### config.mk
export PLATFORM = sky130hd
export DESIGN_NAME = pcw_dn_sink
export DESIGN_NICKNAME = d
export VERILOG_FILES = /design/src/rtl/pcw_dn_sink.sv
export SDC_FILE = /design/constraint.sdc
export NUM_CORES = 1
export LEC_CHECK = 0
export CELL_PAD_IN_SITES_DETAIL_PLACEMENT = 0
export CELL_PAD_IN_SITES_GLOBAL_PLACEMENT = 1
export CORE_MARGIN = 3
export CORE_UTILIZATION = 42
export DETAILED_ROUTE_END_ITERATION = 7
export HOLD_SLACK_MARGIN = 0.1
export PLACE_DENSITY = 0.82
export SYNTH_ARGS = -nofsm -noshare
export SYNTH_HDL_FRONTEND = slang
export SYNTH_SLANG_ARGS = --single-unit
### constraint.sdc
create_clock -name clk_sys -period 5.55 [get_ports clk_sys]
set_input_delay 1.3875 -clock clk_sys [delete_from_list [all_inputs] [get_ports clk_sys]]
set_output_delay 1.3875 -clock clk_sys [all_outputs]
set_load 0.1 [all_outputs]
### src/rtl/pcw_dn_sink.sv
// Download sink: edge-detects dn_wr bytes into a FIFO, writes them to RAM over req/ack,
// holds the CPU during a download and pulses cpu_start. Optional macro: DN_CHECKSUM_EN.
module pcw_dn_sink #(
  parameter int FIFO_DEPTH = 4
) (
  input  logic        clk_sys,
  input  logic        reset,
  input  logic        dn_go,
  input  logic        dn_wr,
  input  logic [15:0] dn_addr,
  input  logic [7:0]  dn_data,
  input  logic [15:0] execute_addr,
  input  logic        execute_enable,
  output logic        mem_req,
  output logic [15:0] mem_addr,
  output logic [7:0]  mem_din,
  input  logic        mem_ack,
  output logic        cpu_hold,
  output logic        cpu_start,
  output logic [15:0] cpu_start_addr,
  output logic        overflow,
  output logic [16:0] byte_count,
  output logic [15:0] checksum
);

  localparam int AW = (FIFO_DEPTH > 1) ? $clog2(FIFO_DEPTH) : 1;
  localparam logic [AW:0] CNT_FULL = (AW+1)'(FIFO_DEPTH);

  typedef enum logic [1:0] {S_IDLE, S_LOAD, S_DRAIN, S_START} state_t;

  state_t        state_reg, state_next;
  logic          wr_q_reg;
  logic [23:0]   fifo_mem [FIFO_DEPTH];
  logic [AW-1:0] wr_ptr_reg, rd_ptr_reg;
  logic [AW:0]   count_reg;
  logic          mem_req_reg;
  logic [15:0]   mem_addr_reg;
  logic [7:0]    mem_din_reg;
  logic          exec_latch_reg;
  logic [15:0]   start_addr_reg;
  logic          overflow_reg;
  logic [16:0]   byte_count_reg;

  logic wr_rise, load_out, push, drop, ack_ok, start_clear, exec_ok;

  assign wr_rise     = dn_wr & ~wr_q_reg;
  // The head moves into the output register whenever no request is outstanding,
  // so a full FIFO only rejects a byte while a request is also in flight.
  assign load_out    = (count_reg != '0) & ~mem_req_reg;
  assign push        = (state_reg == S_LOAD) & wr_rise & ((count_reg != CNT_FULL) | load_out);
  assign drop        = (state_reg == S_LOAD) & wr_rise & ~push;
  assign ack_ok      = mem_ack & mem_req_reg;
  assign start_clear = (state_reg == S_IDLE) & dn_go;
  assign exec_ok     = execute_enable & ((state_reg == S_LOAD) | (state_reg == S_DRAIN));

  always_comb begin
    state_next = state_reg;
    case (state_reg)
      S_IDLE:  if (dn_go) state_next = S_LOAD;
      S_LOAD:  if (!dn_go) state_next = S_DRAIN;
      S_DRAIN: if ((count_reg == '0) && !mem_req_reg)
                 state_next = exec_latch_reg ? S_START : S_IDLE;
      S_START: state_next = S_IDLE;
      default: state_next = S_IDLE;
    endcase
  end

  always_ff @(posedge clk_sys) begin
    if (push) fifo_mem[wr_ptr_reg] <= {dn_addr, dn_data};
  end

  always_ff @(posedge clk_sys) begin
    if (reset) begin
      state_reg      <= S_IDLE;
      wr_q_reg       <= 1'b0;
      wr_ptr_reg     <= '0;
      rd_ptr_reg     <= '0;
      count_reg      <= '0;
      mem_req_reg    <= 1'b0;
      mem_addr_reg   <= '0;
      mem_din_reg    <= '0;
      exec_latch_reg <= 1'b0;
      start_addr_reg <= '0;
      overflow_reg   <= 1'b0;
      byte_count_reg <= '0;
    end else begin
      state_reg <= state_next;
      wr_q_reg  <= dn_wr;
      if (push) wr_ptr_reg <= wr_ptr_reg + 1'b1;
      if (load_out) begin
        rd_ptr_reg                   <= rd_ptr_reg + 1'b1;
        {mem_addr_reg, mem_din_reg}  <= fifo_mem[rd_ptr_reg];
        mem_req_reg                  <= 1'b1;
      end else if (ack_ok) begin
        mem_req_reg <= 1'b0;
      end
      case ({push, load_out})
        2'b10:   count_reg <= count_reg + 1'b1;
        2'b01:   count_reg <= count_reg - 1'b1;
        default: count_reg <= count_reg;
      endcase
      if (start_clear) begin
        byte_count_reg <= '0;
        overflow_reg   <= 1'b0;
        exec_latch_reg <= 1'b0;
      end else begin
        if (push) byte_count_reg <= byte_count_reg + 1'b1;
        if (drop) overflow_reg <= 1'b1;
        if (exec_ok) begin
          exec_latch_reg <= 1'b1;
          start_addr_reg <= execute_addr;
        end
      end
    end
  end

`ifdef DN_CHECKSUM_EN
  logic [15:0] checksum_reg;
  always_ff @(posedge clk_sys) begin
    if (reset || start_clear) checksum_reg <= '0;
    else if (push)            checksum_reg <= checksum_reg + {8'h00, dn_data};
  end
  assign checksum = checksum_reg;
`else
  assign checksum = '0;
`endif

  assign mem_req        = mem_req_reg;
  assign mem_addr       = mem_addr_reg;
  assign mem_din        = mem_din_reg;
  assign cpu_hold       = (state_reg != S_IDLE);
  assign cpu_start      = (state_reg == S_START);
  assign cpu_start_addr = start_addr_reg;
  assign overflow       = overflow_reg;
  assign byte_count     = byte_count_reg;

endmodule

==> impl_metrics.json, run 1 <==
{
  "worstPathCellList": "inv_1, ha_1, inv_1, clkdlybuf4s50_1",
  "hpwlAfterDp_um": 8459,
  "fin_util_pct": 55.50,
  "coreArea_mm2": 0.01481,
  "synthTopCellsByArea": "edfxtp_1, dfxtp_1, mux4_2",
  "slew_headroom_pct": 26.61,
  "place_inst": 766,
  "postSynthCellCount": 496,
  "fin_crit_sh_pct": 67.41,
  "stdcell_count": 798,
  "ant_nets": 0,
  "clk_path_buf_depth": 2,
  "overflow": 0,
  "post_cts_buffers": 0,
  "die_y_um": 130.2,
  "ys.flop_type": "edfxtp_1",
  "synth.distinct_cells": 44,
  "cts_tree": "built",
  "drive_gt1_share_pct": 11.40,
  "route.detailed.drc": 0,
  "setup_viol": 0,
  "grt_usage_pct": 16.01,
  "ctsResizeCount": 0,
  "cts_sinks": 166,
  "crit_type": "reg2out",
  "fp-row-count": 44,
  "switchingPower_mw": 1.805,
  "grt_pass1_wl_um": 20890,
  "worstMarginPinSlew_ns": 1.101,
  "synth_edf_count": 96,
  "max_stage_delay_ns": 1.12,
  "synth_common_cells": "edfxtp_1, nand2_1, dfxtp_1",
  "antenna_found_initial": 0,
  "status": "finished clean",
  "cts_htree_levels": 4,
  "cp-start-kind": "register",
  "vias": 4128,
  "rsz0062_at_grt": "no",
  "cp_data_required_time_ns": 4.16,
  "via_per_inst": 5.173,
  "clk_pin_slew_ns": 0.06,
  "wire_per_inst_um": 16.52,
  "fillers": 1218,
  "p_seq_share_pct": 36.3,
  "synth_seq_cells": 166,
  "worstPathArrival_ns": 2.35,
  "finalCriticalPeriod_ns": 3.741,
  "clk_latency_ns": 0.41,
  "power_density_mw_per_mm2": 532.9,
  "cpMostUsedCell": "inv_1",
  "hold_viol": 0,
  "sw_frac_of_total_pct": 41.22,
  "gp_congestion": 0.7143,
  "grt_max_degree": 57,
  "drtPass1Iterations": 4,
  "wirelength_um": 13180,
  "numCtsBuffers": 17,
  "pwr-share-clk_pct": 25.3,
  "synth_largest_area_cell": "edfxtp_1",
  "min_path_type": "reg2reg",
  "portBuffers": 106,
  "skew_ns": 0.008856,
  "regArea_mm2": 0.004285,
  "rrSetupSlack_ns": 3.10,
  "multi_input_area_mm2": 0.001996,
  "syn_avg_cell_area_um2": 13.07,
  "yosys_warnings": 0,
  "drt-initial-drc-count": 253,
  "synth_top_cell_area_share_pct": 44.46,
  "ys_seq_area_share_pct": 66.07,
  "comb_power_share_pct": 38.4,
  "vdd_drop_max_uv": 489.8,
  "crit_slowest_cell": "clkdlybuf4s50_1",
  "drv_slew": 0,
  "grt_pass1_vias": 4091,
  "syn_to_final_growth_pct": 26.77,
  "dieArea_mm2": 0.01696,
  "largest_register_ffs": 96,
  "num-nets-final": 658,
  "root_buffer": "clkbuf_16",
  "async_flop_share_pct": 0,
  "cp_max_fo": 5,
  "yosysMostFrequentCell": "edfxtp_1",
  "start_util_pct": 43.78,
  "synthesis.area_mm2": 0.006484,
  "ioPinCount": 123,
  "crit_path_end_kind": "output pin",
  "cell_internal_pwr_mw": 2.575,
  "cts_hold_buf": 0,
  "fin_tns_setup_ns": 0,
  "maxCapViolCount": 0,
  "die_w_um": 130.2,
  "timing.fmax_ghz": 0.2673,
  "num_antenna_cells": 0,
  "leakage_nw": 2.773
}
==> per-layer routing <==
layer	up-vias	wire length, um	global-route usage [%]
li1	1971	-	-
met1	2019	5683	20.36
met2	132	6447	26.25
met3	6	989	5.731
met4	0	59	4.095
met5	-	0	0
==> path summary, 6_finish.rpt <==
| kind | cells past startpoint | endpoint | startpoint |
|---|---|---|---|
| min | 2 | mem_addr[11] | mem_addr[11] |
| max | 4 | cpu_hold | state_reg[0] |
| min reg2reg | 2 | mem_addr[11] | mem_addr[11] |
| max reg2reg | 10 | count_reg[2] | state_reg[1] |
==> critical path: cells and delay by family (launching register included) <==
kind | cells | cell delay (ns)
buf+inv | 3 | 1.28
flops | 1 | 0.40
fa+ha+maj | 1 | 0.26
==> cell families after synthesis <==
logic type | count (synthesis) | synth area share (%)
flip-flops | 166 | 66.07
AND/OR/NAND/NOR | 159 | 11.44
AO/OA/AOI/OAI | 69 | 5.770
buffers and inverters | 52 | 4.053
multiplexers | 28 | 9.012
adder cells (fa/ha/maj) | 11 | 2.239
XOR/XNOR | 10 | 1.351
other | 1 | 0.05784
==> metrics by stage <==
step / worst slack (ns) / hold slack [ns] / total power [mW] / instance area, um^2
2_1_floorplan: 2.497 / 0.4586 / 2.921 / 6540
3_3_place_gp: 1.983 / 0.4413 / 3.290 / 7654
3_5_place_dp: 1.950 / 0.4482 / 3.319 / 7654
4_1_cts: 1.768 / 0.4542 / 4.436 / 8219
5_1_grt: 1.703 / 0.4763 / 4.607 / 8219
6_report: 1.809 / 0.4530 / 4.380 / 8219
==> power by group through the flow <==
| stage | logic, mW | registers, mW | clock network [mW] |
|---|---|---|---|
| CTS | 1.70 | 1.60 | 1.14 |
| global route | 1.79 | 1.62 | 1.20 |
| detailed placement | 1.69 | 1.62 | 0 |
| global placement | 1.67 | 1.62 | 0 |
| finish | 1.68 | 1.59 | 1.11 |
| floorplan | 0.739 | 2.18 | 0 |
==> layout by cell type, fill, tap and decap left out, types with 4 or more instances in the layout <==
master	n
nor2_1	19
edfxtp_1	96
buf_4	6
mux4_2	24
or4_1	5
and3_1	5
conb_1	16
clkinv_2	5
o211ai_1	5
clkdlybuf4s50_1	105
dfxtp_1	69
xnor2_1	8
inv_1	11
ha_1	10
nand2_1	92
o21ai_0	4
nand4_1	5
a21oi_1	54
nand3_1	7
clkbuf_16	17
==> final cells by class <==
| type | instances | share of cell area [%] |
|---|---|---|
| clock inverters | 14 | 1.538 |
| well taps | 184 | 2.801 |
| multi-input cells | 293 | 24.28 |
| inverters | 11 | 0.5024 |
| clock buffers | 18 | 5.343 |
| repair buffers | 112 | 13.40 |
| flip-flops and latches | 166 | 52.14 |
(Power assumes the default switching activity.)
==> run 2, diff against run 1 <==
--- a/config.mk
+++ b/config.mk
@@ -8,10 +8,10 @@
 export CELL_PAD_IN_SITES_DETAIL_PLACEMENT = 0
 export CELL_PAD_IN_SITES_GLOBAL_PLACEMENT = 1
 export CORE_MARGIN = 3
-export CORE_UTILIZATION = 42
+export CORE_UTILIZATION = 38
 export DETAILED_ROUTE_END_ITERATION = 7
 export HOLD_SLACK_MARGIN = 0.1
-export PLACE_DENSITY = 0.82
+export PLACE_DENSITY = 0.78
 export SYNTH_ARGS = -nofsm -noshare
 export SYNTH_HDL_FRONTEND = slang
 export SYNTH_SLANG_ARGS = --single-unit
==> constraint.sdc (replaced) <==
create_clock -name clk_sys -period 3.13 [get_ports clk_sys]
set_input_delay 0.7825 -clock clk_sys [delete_from_list [all_inputs] [get_ports clk_sys]]
set_output_delay 0.7825 -clock clk_sys [all_outputs]
set_load 0.1 [all_outputs]
==> run 2 against run 1 <==
Effect of this change:
- critical path depth up 5
- die area up 10%
- critical endpoint is now count_reg[2]
- final cell count rose by 5.1%
- clock skew grew 0.0027 ns
- first-iteration DRC count down 8.3%
==> impl_metrics.json, run 2 (same netlist as run 1, synthesis figures left out) <==
{
  "vias": 4142,
  "busiest_layer": "met2",
  "grt_pass1_vias": 4018,
  "clk_pin_slew_ns": 0.06,
  "layout_common_cells": "edfxtp_1, nand2_1, buf_4",
  "maxCapViolCount": 0,
  "cts_htree_levels": 4,
  "met2_usage_pct": 23.33,
  "hpwlAfterDp_um": 8740,
  "wirelength_um": 13160,
  "numCtsBuffers": 17,
  "cp-start-kind": "input port",
  "largest_register_ffs": 96,
  "leakage_nw": 2.915,
  "via_per_inst": 4.937,
  "cts_sinks": 166,
  "grt_max_degree": 30,
  "cpMostUsedCell": "inv_1",
  "worstPathCellList": "clkdlybuf4s50_1, and3b_1, nor3_1, inv_1, fa_1, inv_1, nor4_1, a31oi_1, mux2_2",
  "skew_ns": 0.01152,
  "vdd_drop_max_uv": 651.1,
  "cts_hold_buf": 0,
  "ioPinCount": 123,
  "start_util_pct": 38.96,
  "worstPathArrival_ns": 2.76,
  "hold_viol": 0,
  "max_stage_delay_ns": 0.46,
  "min_path_type": "reg2reg",
  "crit_path_end_kind": "register",
  "fp-row-count": 47,
  "final_common_cell": "edfxtp_1",
  "post_cts_buffers": 0,
  "crit_type": "in2reg",
  "critPathBufInv": 3,
  "ant_nets": 0,
  "slew_headroom_pct": 54.80,
  "overflow": 0,
  "die_w_um": 136.6,
  "multi_input_area_mm2": 0.001996,
  "drt-initial-drc-count": 232,
  "cts_tree": "built",
  "die_y_um": 136.6,
  "fin_crit_sh_pct": 78.60,
  "setup_viol": 0,
  "drive_gt1_share_pct": 21.49,
  "num-nets-final": 663,
  "clk_path_buf_depth": 2,
  "power_density_mw_per_mm2": 954.7,
  "ctsResizeCount": 0,
  "rsz0062_at_grt": "no",
  "grt_pass1_wl_um": 20640,
  "timing.fmax_ghz": 0.4065,
  "num_antenna_cells": 0,
  "finalCriticalPeriod_ns": 2.460,
  "fin_area_mm2": 0.008158,
  "fin_tns_setup_ns": 0,
  "antenna_found_initial": 0,
  "drv_slew": 0,
  "root_buffer": "clkbuf_16",
  "worstMarginPinSlew_ns": 0.6692,
  "coreArea_mm2": 0.01664,
  "crit_slowest_cell": "clkdlybuf4s50_1",
  "drtPass1Iterations": 4,
  "dieArea_mm2": 0.01867,
  "fillers": 1470,
  "cp_data_required_time_ns": 3.43,
  "cp_max_fo": 3,
  "grtUsageMet1_pct": 19.08,
  "grt_usage_pct": 14.57,
  "critPathTopFamily": "buffers and inverters",
  "status": "finished clean",
  "clk_latency_ns": 0.42,
  "dpl-instance-area_mm2": 0.007584,
  "syn_to_final_growth_pct": 25.82,
  "gp_congestion": 0.8101,
  "portBuffers": 106,
  "regArea_mm2": 0.004285,
  "wire_per_inst_um": 15.68,
  "globalRouteMet3Util_pct": 3.971,
  "route.detailed.drc": 0
}
==> run 2: path summary, 6_finish.rpt <==
check	from	end	slack, ns	cells past startpoint
worst min-delay path	cpu_start_addr[8]	cpu_start_addr[8]	0.45	2
worst min register to register	cpu_start_addr[8]	cpu_start_addr[8]	0.45	2
worst max register to register	state_reg[1]	count_reg[2]	0.80	10
worst max-delay path	dn_wr	count_reg[2]	0.67	9
==> run 2: area by class of cell <==
class / instances / area share (%)
clock buffer: 22 / 5.828
clock inverter: 10 / 1.212
inverter: 11 / 0.5061
multi-input combinational: 293 / 24.46
sequential: 166 / 52.53
tap: 220 / 3.374
timing repair buffer: 117 / 12.09
==> run 2: metrics by stage <==
stage	std cells	power, mW	setup slack (ns)	hold slack [ns]	utilization (%)
floorplan	511	5.179	0.6822	0.4586	-
global placement	807	5.855	0.2788	0.4454	45.57
global route	839	8.174	0.5569	0.4768	49.02
detailed placement	807	5.890	0.2546	0.4472	45.57
finish	839	7.788	0.6697	0.4523	49.02
CTS	839	7.880	0.6816	0.4553	49.02
==> run 2: worst register-to-register path, delay by kind of cell, from the launching register on <==
family,cells,cell delay (ns)
adder cells (fa/ha/maj),2,0.60
AND/OR/NAND/NOR,3,0.44
flip-flops,1,0.38
multiplexers,1,0.34
buffers and inverters,3,0.28
AO/OA/AOI/OAI,1,0.17
==> run 2: metal layers <==
metal	part of all wire, %	vias to the layer above
met3	7.1	7
met4	0.80	0
met2	48	124
li1	-	1990
met5	0	-
met1	45	2021
==> run 2: power by group <==
part           switching (mW)  total [mW]  internal [mW]
Sequential              0.196        2.77           2.58
Combinational            2.18        3.03          0.849
Clock                   0.818        1.99           1.17
Total                    3.19        7.79           4.59
==> RTL edit 1: new RTL, flow settings as in run 2 <==
Change the parameter `FIFO_DEPTH` from 4 to 2.
--- a/src/rtl/pcw_dn_sink.sv
+++ b/src/rtl/pcw_dn_sink.sv
@@ -2,5 +2,5 @@
 // holds the CPU during a download and pulses cpu_start. Optional macro: DN_CHECKSUM_EN.
 module pcw_dn_sink #(
-  parameter int FIFO_DEPTH = 4
+  parameter int FIFO_DEPTH = 2
 ) (
   input  logic        clk_sys,
Check against the original RTL: not equivalent (a bounded check fails within 10 cycles, from zero or initial values and one cycle with reset high).
==> RTL edit 1 against run 2 <==
Synthesized cell count down 20%. Area after synthesis fell by 31%. Sequential power shrank 36%. Worst setup slack improved by 44 ps. Combinational power down 58%. Routed wire length down 26%. Via count decreased by 22%. Clock skew grew 1.1 ps. Final area decreased by 26%. Power shrank 36%. Sequential cell count shrank 51. Non-clock buffer count decreased by 6. Largest cell class unchanged. Largest power group is now clock. Highest routed layer unchanged.
==> RTL edit 1: results (changes against run 2) <==
* Status: complete, no violations
* Initial DRC count at 174 (-25%)
* Dpl cells at 624 (-23%)
* Mapped Cells at 397 (-20%)
* VDD IR-drop max at 0.527 mV (-19%)
* Global-route wire length before repair at 15500 um (-25%)
* Dominant synthesized flop cell: dfxtp_1
* Maximum clock path buffer count at 2 (unchanged)
* Post-Layout Cell Count at 656 (-22%)
* Total GRT Usage at 15.4% (+0.81 points)
* Largest net degree at the start of global routing at 50 (+67%)
* Top cells by area, synth: edfxtp_1, dfxtp_1, mux2i_1
* Final Skew at 12.7 ps (+1.14 ps)
* Placer Congestion at 0.734 (-9.4%)
* Number of flops mapped to enable cells by yosys at 48 (-50%)
* Crit Path Max Fanout at 10 (+7)
* Share of cells above drive strength 1 at 19.2% (-2.3 points)
* Leak at 2.18 nW (-25%)
* DP Wirelength at 6530 um (-25%)
* Via density at 4.91 (-0.57%)
* R2r setup slk at 950 ps (+150 ps)
* Register area share after synthesis at 62.5% (-3.6 points)
* Vias in the first global route at 3133 (-22%)
* Worst-margin pin slew at 1090 ps (+424 ps)
* Hold WS at 455 ps (+2.89 ps)
* Post-layout nets at 555 (-16%)
* Max FFs per register at 48 (-50%)
* Distinct cells, synth at 40 (-9.1%)
* DR WL/cell at 14.8 um (-5.4%)
* Fillcell total at 998 (-32%)
* Initial antenna violation count at 0 (unchanged)
[RTL edit 1: cell types whose count changed after synthesis, sizes merged, moves of 5 or more]
cell,before,now
edfxtp,96,48
o211ai,5,0
or3,3,9
a211oi,1,25
nor2,20,41
mux2i,1,25
mux4,24,0
nand2,92,44
a21oi,54,30
[RTL edit 1: report_power, final]
part	internal [mW]	leakage, nW	switching [mW]
clock network	1.27	0.284	0.642
logic	0.293	0.921	0.983
registers	1.71	0.978	0.0740
total	3.27	2.18	1.70
[RTL edit 1: critical path, stage by stage]
cell and delay [ps]:
clkdlybuf4s50_1 540, nand3b_1 190, or4_1 700, or3_1 360, a21oi_1 160
[RTL edit 1: routing by layer]
metal / vias to the layer above / wire length [um] / track usage, %
met3: 9 / 729 / 5.60
met5: - / 0 / 0
met4: 0 / 88 / 5.46
met2: 112 / 4570 / 23.7
met1: 1507 / 4350 / 20.0
li1: 1592 / - / -
[RTL edit 1: stage by stage]
stage                     worst slack, ps  instance area (sq um)
after CTS                             712                   6000
final                                 714                   6000
after floorplan                       389                   4510
after global placement                423                   5420
after detailed placement              322                   5420
after global routing                  579                   6000
[RTL edit 1: worst paths after layout]
path | start | endpoint | cells past startpoint
max reg2reg | state_reg[1] | byte_count[9] | 6
min | cpu_start_addr[1] | cpu_start_addr[1] | 2
max | dn_wr | byte_count[9] | 5
min reg2reg | cpu_start_addr[1] | cpu_start_addr[1] | 2
[RTL edit 1: layout make-up]
cell class	instances	area, sq um	share of cell area (%)
timing repair buffer	111	941	15.7
clock inverter	10	134	2.23
multi-input combinational	251	1490	24.8
clock buffer	22	454	7.57
inverter	7	26.3	0.438
tap	140	175	2.92
sequential	115	2780	46.4
[RTL edit 1: cells by family (layout without fill, tap and decap cells)]
logic type	Yosys count	count (layout)	synth area share, %
muxes	25	25	5.62
xor gates and xnor gates	10	10	1.97
adders and majority gates	6	6	1.69
other	1	16	0.0842
and+or+nand+nor	126	126	13.1
buffers and inverters	46	150	5.54
DFF	115	115	62.5
AOI/OAI and AO/OA	68	68	9.47
==> RTL edit 2: new RTL, settings of run 2 <==
Without the edit above. Register the output `byte_count` once more, without a reset; this adds one clock of latency there. The other outputs are not delayed to match.
--- a/src/rtl/pcw_dn_sink.sv
+++ b/src/rtl/pcw_dn_sink.sv
@@ -133,5 +133,7 @@
   assign cpu_start_addr = start_addr_reg;
   assign overflow       = overflow_reg;
-  assign byte_count     = byte_count_reg;
+  always_ff @(posedge clk_sys) begin
+    byte_count <= byte_count_reg;
+  end
 
 endmodule
Check against the original RTL: not equivalent (Yosys sat finds a counterexample within 4 cycles, from zero or initial values and one cycle with reset high).
==> RTL edit 2 against run 2 <==
Highest routed layer unchanged. Routed wire length increased by 2.2%. Worst setup slack better by 2.7 ps. Sequential share of layout area up 1.9 points. Largest power group is now sequential cells. Area after synthesis increased by 5.1%. Power grew 3.6%. Largest cell class unchanged. First-iteration DRC count is 15% lower. Final area grew 4.1%. Sequential cell count rose by 17.
==> RTL edit 2: results (changes against run 2) <==
* Status: complete, no violations
* Top post-synthesis cells by count: edfxtp_1, nand2_1, dfxtp_1
* Synth Area in Compound Gates at 5.54% (-0.23 points)
* Share of cells above drive strength 1 at 20.9% (-0.54 points)
* Synth warn at 0 (unchanged)
* Post-Route WL at 13500 um (+2.2%)
* CTS root buf: clkbuf_16
* Mux share of post-synthesis cell area at 8.57% (-0.44 points)
* Initial DRC count at 197 (-15%)
* Distinct cells, synth at 42 (-4.5%)
* Mapped Cells at 515 (+3.8%)
* Top cells by area, synth: edfxtp_1, dfxtp_1, mux4_2
* Crit Path Max Fanout at 3 (unchanged)
* Total GRT Usage at 14.0% (-0.52 points)
* Crit path DAT at 2780 ps (+20 ps)
* Post-synthesis xor/xnor area fraction at 1.29% (-0.066 points)
* Post CTS Setup Buffer Count at 0 (unchanged)
* DP Worst Slack at 241 ps (-13.9 ps)
* Max FFs per register at 96 (unchanged)
* Worst skew pair latency at 430 ps
* Vias in the first global route at 4175 (+3.9%)
* Final Skew at 10.7 ps (-0.807 ps)
* Dpl cells at 828 (+2.6%)
* Number of flops mapped to enable cells by yosys at 96 (unchanged)
* Hold crit path type: reg -> reg
* Global-route wire length before repair at 21900 um (+6.1%)
* Largest delay share family, worst path: buffers and inverters
* Fillcell total at 1495 (+1.7%)
* Via density at 4.95 (+0.36%)
* Sw Ratio at 41.9% (+0.89 points)
* VDD IR-drop max at 0.648 mV (-0.48%)
* Via count at 4261 (+2.9%)
* Worst rel slew slack at 37.3% (-18 points)
* Initial antenna violation count at 0 (unchanged)
* Adder-Cell Fraction of Synth Area at 2.13% (-0.11 points)
* Leak at 3.02 nW (+3.7%)
* Post-layout nets at 679 (+2.4%)
* Resize count post-CTS at 0 (unchanged)
* Largest net degree at the start of global routing at 56 (+87%)
* Register area share after synthesis at 67.9% (+1.8 points)
* Placer Congestion at 0.798 (-1.5%)
* Maximum clock path buffer count at 2 (unchanged)
* Dominant synthesized flop cell: edfxtp_1
* #FFs+latches synth at 183 (+10%)
* DP Wirelength at 8610 um (-1.5%)
* Clock transition at the registers of the reported paths at 70 ps
* Pre-antenna DRT Iters at 4 (unchanged)
[RTL edit 2: logic make-up after synthesis]
| family | count (synthesis) |
|---|---|
| AO/OA/AOI/OAI | 72 |
| XOR/XNOR | 10 |
| adder cells (fa/ha/maj) | 11 |
| buffers and inverters | 55 |
| flip-flops | 183 |
| multiplexers | 28 |
| other | 1 |
| AND/OR/NAND/NOR | 155 |
[RTL edit 2: per-stage QoR]
stage | utilization (%) | area [sq um]
3_5_place_dp | 45.4 | 7900
2_1_floorplan | - | 6870
3_3_place_gp | 45.4 | 7900
6_report | 48.8 | 8490
4_1_cts | 48.8 | 8490
5_1_grt | 48.8 | 8490
[RTL edit 2: power by group through the flow]
stage / sequential [mW] / clock (mW) / combinational, mW
finish: 3.05 / 2.07 / 2.94
CTS: 3.06 / 2.12 / 2.97
floorplan: 4.11 / 0 / 1.30
detailed placement: 3.11 / 0 / 2.97
global route: 3.10 / 2.22 / 3.12
global placement: 3.10 / 0 / 2.94
[RTL edit 2: path summary, 6_finish.rpt]
check,from,to,slack (ps),cells after the start
max,dn_wr,count_reg[2],670,9
min,byte_count_reg[12],byte_count[12],380,0
max reg2reg,state_reg[1],count_reg[2],830,10
min reg2reg,byte_count_reg[12],byte_count[12],380,0
[RTL edit 2: final cells by class]
| cell class | count | share of cell area (%) |
|---|---|---|
| multi-input combinational | 292 | 23.2 |
| clock buffer | 18 | 5.05 |
| sequential | 183 | 54.5 |
| timing repair buffer | 116 | 11.5 |
| inverter | 12 | 0.530 |
| clock inverter | 14 | 1.96 |
| tap | 225 | 3.31 |
[RTL edit 2: per-layer routing]
metal  up-vias  global-route usage, %  share of wire [%]
met5         -                      0                  0
met1      2084                   18.5                 45
met3        12                   5.05                6.9
li1       2023                      -                  -
met4         0                   3.98                1.1
met2       142                   22.2                 47
